`src/rtl/id_ex_stage.sv`:
```
// ID/EX pipeline register for the RV64 core, with optional load-use hazard
// detection enabled by defining ID_EX_HAZARD_DETECT_EN.
module id_ex_stage #(
    parameter int XLEN     = 64,
    parameter int REG_W    = 5,
    parameter int ALU_OP_W = 3
) (
    input  logic                clk,
    input  logic                rst,
    input  logic                id_valid,
    input  logic                id_alusrc,
    input  logic                id_memtoreg,
    input  logic                id_regwrite,
    input  logic                id_memread,
    input  logic                id_memwrite,
    input  logic                id_branch,
    input  logic [ALU_OP_W-1:0] id_aluop,
    input  logic [XLEN-1:0]     id_rs1_data,
    input  logic [XLEN-1:0]     id_rs2_data,
    input  logic [XLEN-1:0]     id_imm,
    input  logic [XLEN-1:0]     id_pc,
    input  logic [REG_W-1:0]    id_rs1,
    input  logic [REG_W-1:0]    id_rs2,
    input  logic [REG_W-1:0]    id_rd,
    input  logic [3:0]          id_funct,
    input  logic                flush,
    output logic                ex_valid,
    output logic                ex_alusrc,
    output logic                ex_memtoreg,
    output logic                ex_regwrite,
    output logic                ex_memread,
    output logic                ex_memwrite,
    output logic                ex_branch,
    output logic [ALU_OP_W-1:0] ex_aluop,
    output logic [XLEN-1:0]     ex_rs1_data,
    output logic [XLEN-1:0]     ex_rs2_data,
    output logic [XLEN-1:0]     ex_imm,
    output logic [XLEN-1:0]     ex_pc,
    output logic [REG_W-1:0]    ex_rs1,
    output logic [REG_W-1:0]    ex_rs2,
    output logic [REG_W-1:0]    ex_rd,
    output logic [3:0]          ex_funct,
    output logic                stall
);

    logic haz;
    logic bub;

`ifdef ID_EX_HAZARD_DETECT_EN
    // Both rs fields are compared for every format; a spurious match only costs a bubble.
    assign haz = ex_valid & ex_memread & (ex_rd != '0)
               & ((ex_rd == id_rs1) | (ex_rd == id_rs2)) & id_valid;
`else
    assign haz = 1'b0;
`endif

    // A flush wins over a hazard so the fetch redirect is not held off.
    assign stall = haz & ~flush;
    assign bub   = flush | haz | ~id_valid;

    always_ff @(posedge clk or posedge rst) begin
        if (rst) begin
            ex_valid    <= 1'b0;
            ex_alusrc   <= 1'b0;
            ex_memtoreg <= 1'b0;
            ex_regwrite <= 1'b0;
            ex_memread  <= 1'b0;
            ex_memwrite <= 1'b0;
            ex_branch   <= 1'b0;
            ex_aluop    <= '0;
            ex_rs1_data <= '0;
            ex_rs2_data <= '0;
            ex_imm      <= '0;
            ex_pc       <= '0;
            ex_rs1      <= '0;
            ex_rs2      <= '0;
            ex_rd       <= '0;
            ex_funct    <= '0;
        end else begin
            // Only valid and control are squashed; the datapath fields load unconditionally.
            ex_valid    <= ~bub;
            ex_alusrc   <= id_alusrc   & ~bub;
            ex_memtoreg <= id_memtoreg & ~bub;
            ex_regwrite <= id_regwrite & ~bub;
            ex_memread  <= id_memread  & ~bub;
            ex_memwrite <= id_memwrite & ~bub;
            ex_branch   <= id_branch   & ~bub;
            ex_aluop    <= bub ? '0 : id_aluop;
            ex_rs1_data <= id_rs1_data;
            ex_rs2_data <= id_rs2_data;
            ex_imm      <= id_imm;
            ex_pc       <= id_pc;
            ex_rs1      <= id_rs1;
            ex_rs2      <= id_rs2;
            ex_rd       <= id_rd;
            ex_funct    <= id_funct;
        end
    end

endmodule

```
`config.mk`:
```
export PLATFORM = sky130hd
export DESIGN_NAME = id_ex_stage
export DESIGN_NICKNAME = d
export VERILOG_FILES = /design/src/rtl/id_ex_stage.sv
export SDC_FILE = /design/constraint.sdc
export NUM_CORES = 1
export LEC_CHECK = 0
export CAP_MARGIN = 30
export CORE_AREA = 2 2 222 224
export DETAILED_ROUTE_END_ITERATION = 8
export DIE_AREA = 0 0 224 226
export GPL_ROUTABILITY_DRIVEN = 0
export PLACE_DENSITY_LB_ADDON = 0.08
export REMOVE_ABC_BUFFERS = 1
export SYNTH_ARGS = -nofsm -noshare
export SYNTH_HDL_FRONTEND = slang
export SYNTH_SLANG_ARGS = --single-unit
export TNS_END_PERCENT = 100
```
`constraint.sdc`:
```
create_clock -name clk -period 8.4 [get_ports clk]
set_input_delay 0.84 -clock clk [delete_from_list [all_inputs] [get_ports clk]]
set_output_delay 0.84 -clock clk [all_outputs]
set_load 0.1 [all_outputs]
```
==> metrics.csv <==
stage,metric,value,unit
outcome,status,"complete, no violations",
worst_setup_path,max incr delay on CP,1.16,ns
yosys,synthesized area per cell,24.3,um^2
detailed_routing,DR iter-0 viols,143,
sta,slew of the pin with the lowest slew margin,1.03,ns
yosys,Post-synth EDFFs,0,
detailed_routing,average wire per standard cell,18.6,um
detailed_routing,ANT nets after route,0,
grt,Total GRT Usage,11.5,%
floorplan,chip width,224,um
grt,total congestion overflow,0,
min_path,min-delay worst type,in -> async,
yosys,Yosys cell types,6,
yosys,Ys Warns,0,
layout,Final Cell Area,0.0161,mm^2
yosys,Synth top area share,98.6,%
clocking,CTS resizes,0,
pwr,pwr/cell area,244,mW/mm^2
clocking,Num CTS Buffers,37,
worst_setup_path,worst path arrival time,2.07,ns
clocking,clock root cell,clkbuf_16,
place,Inst Count DP,1532,
detailed_routing,drt pass-1 iters,4,
sta,Slew headroom,31.2,%
layout,"Cell Count, Final, Fillers Out",1600,
sta,Pins Over Slew Limit,0,
place,Placed Area,0.0148,mm^2
yosys,"area leader, netlist",dfrtp_1,
detailed_routing,final WL,29800,um
worst_setup_path,crit path kind,reg -> out,
grt,initial antenna violation count,5,
worst_setup_path,Crit. Startpoint,ex_valid,
floorplan,# rows,81,
worst_setup_path,CP Max Fanout,1,
place,PortBufs,572,
detailed_routing,drt via density,3.14,
sta,RSZ-0062 raised after global routing,false,
pwr,worst vdd ir,0.000151,V
sta,"Hold Violations, Final",0,
detailed_routing,Highest Signal Layer,met5,
worst_setup_path,worst path cell trace,clkdlybuf4s50_1,
yosys,post-synthesis sequential area ratio,98.6,%
clocking,CTS H-tree depth,2,
worst_setup_path,slowest CP cell,clkdlybuf4s50_1,
layout,area delta synth->final,123,%
worst_setup_path,CP Buf/Inv Count,1,
place,post-DP HPWL,22700,um
job,max_cap viols,0,
pwr,leak pwr,6.77,nW
floorplan,CORE AREA,0.0483,mm^2
worst_setup_path,CP Data Required Time,7.56,ns
floorplan,I/O pins,574,
clocking,Worst-path clk slew,0.06,ns
place,pre-CTS setup slack,5.71,ns
layout,Final nets,1240,
sta,min cycle time layout,2.91,ns
grt,pin count of the biggest net entering global routing,165,
sta,fmax,0.344,GHz
detailed_routing,DRC errors left,0,
sta,worst setup margin,5.49,ns
grt,global-route wire length before repair,41100,um
yosys,most frequent cell after synthesis,dfrtp_1,
detailed_routing,Routed met3 length,3430,um
clocking,CTS sink count,285,
detailed_routing,M1 wire length,9610,um
worst_setup_path,crit path launch type,flip-flop,
yosys,asr flop ratio synth,100,%
yosys,dominant cells by area after synthesis,"dfrtp_1 99%, and3b_1 1.1%, buf_4 0.10%",
sta,"Setup violations, final",0,
yosys,top_reg_cell synth,dfrtp_1,
worst_setup_path,"CP delay by family, top",buffers and inverters,
yosys,Post-Syn Area,0.00723,mm^2
worst_setup_path,Critical Path Sink Type,primary output,
floorplan,Initial Utilization,15.0,%
clocking,maximum clock path buffer count,3,
layout,layout cells sized above 1,9.93,%
grt,number of global-route vias before repair,5678,
detailed_routing,via total after detailed routing,5022,
yosys,Syn Inst Count,298,
floorplan,DIE HEIGHT,226,um
sta,fraction of the cycle the final worst path needs,34.7,%
detailed_routing,DR WL met2,16000,um
sta,Sum Neg Setup Slack,0,ns
clocking,TritonCTS clock tree,done,
clocking,Post-CTS Setup Repair Bufs,0,
floorplan,die area,0.0506,mm^2
yosys,Post-synth top cells,"285 x dfrtp_1, 9 x and3b_1",
clocking,Post-CTS Hold Buffers,0,
yosys,Synth Register Bits,285,
==> final timing paths <==
check,depth (start not counted),slack [ns],to
min in group clk,1,0.74,ex_pc[46]
max in group asynchronous,3,6.31,ex_rs2_data[55]
setup / recovery,1,5.49,ex_valid
hold / removal,2,0.74,ex_rs1_data[54]
==> cell type report <==
type                    count  area (um^2)
repair buffers            616         6910
fillers                  4712        32200
diodes                      1         2.50
clock buffers              60         1140
multi-input cells          11         88.8
well taps                 622          778
inverters                   1         11.3
flip-flops and latches    285         7130
clock inverters             4         51.3
==> where the power goes <==
part | internal (mW) | switching (mW)
combinational | 0.285 | 0.628
sequential | 1.44 | 0.0178
clock | 0.958 | 0.594
total | 2.68 | 1.24
==> kinds of logic after synthesis <==
logic type             synth area share [%]
buffers and inverters                 0.156
and+or+nand+nor                        1.18
DFF                                    98.6
other                                0.0519
==> state kept, by name, summed over array words and instances, names as in the netlist, 3 cells and up <==
name         count
ex_funct         4
ex_rs1           5
ex_rd            5
ex_rs2           5
ex_rs1_data     64
ex_imm          64
ex_pc           64
ex_aluop         3
ex_rs2_data     64
==> metrics by stage <==
stage	power [mW]	utilization, %	hold WS, ns
6_report	3.92	33.3	0.736
5_1_grt	4.10	33.3	0.700
4_1_cts	4.02	33.2	0.688
3_5_place_dp	2.40	30.7	1.29
3_3_place_gp	2.34	28.5	1.28
2_1_floorplan	2.03	-	0.871
==> cell usage in the layout, fill, tap and decap left out <==
cell type | Yosys | final
clkbuf_16 | 0 | 39
diode_2 | 0 | 1
conb_1 | 1 | 1
clkbuf_1 | 0 | 12
inv_6 | 0 | 1
clkbuf_8 | 0 | 9
buf_4 | 1 | 1
dfrtp_1 | 285 | 285
and3b_1 | 9 | 9
clkinvlp_4 | 0 | 1
bufinv_16 | 0 | 1
clkdlybuf4s50_1 | 0 | 572
buf_16 | 0 | 42
nor2b_1 | 1 | 1
clkinv_2 | 0 | 1
inv_8 | 0 | 1
buf_12 | 0 | 1
==> metal layers <==
layer  vias up  GRT usage, %
li1       2250             -
met1      2434          11.1
met2       288          20.7
met3        48          5.96
met4         2          4.26
met5         -             0
(Power assumes the default switching activity.)
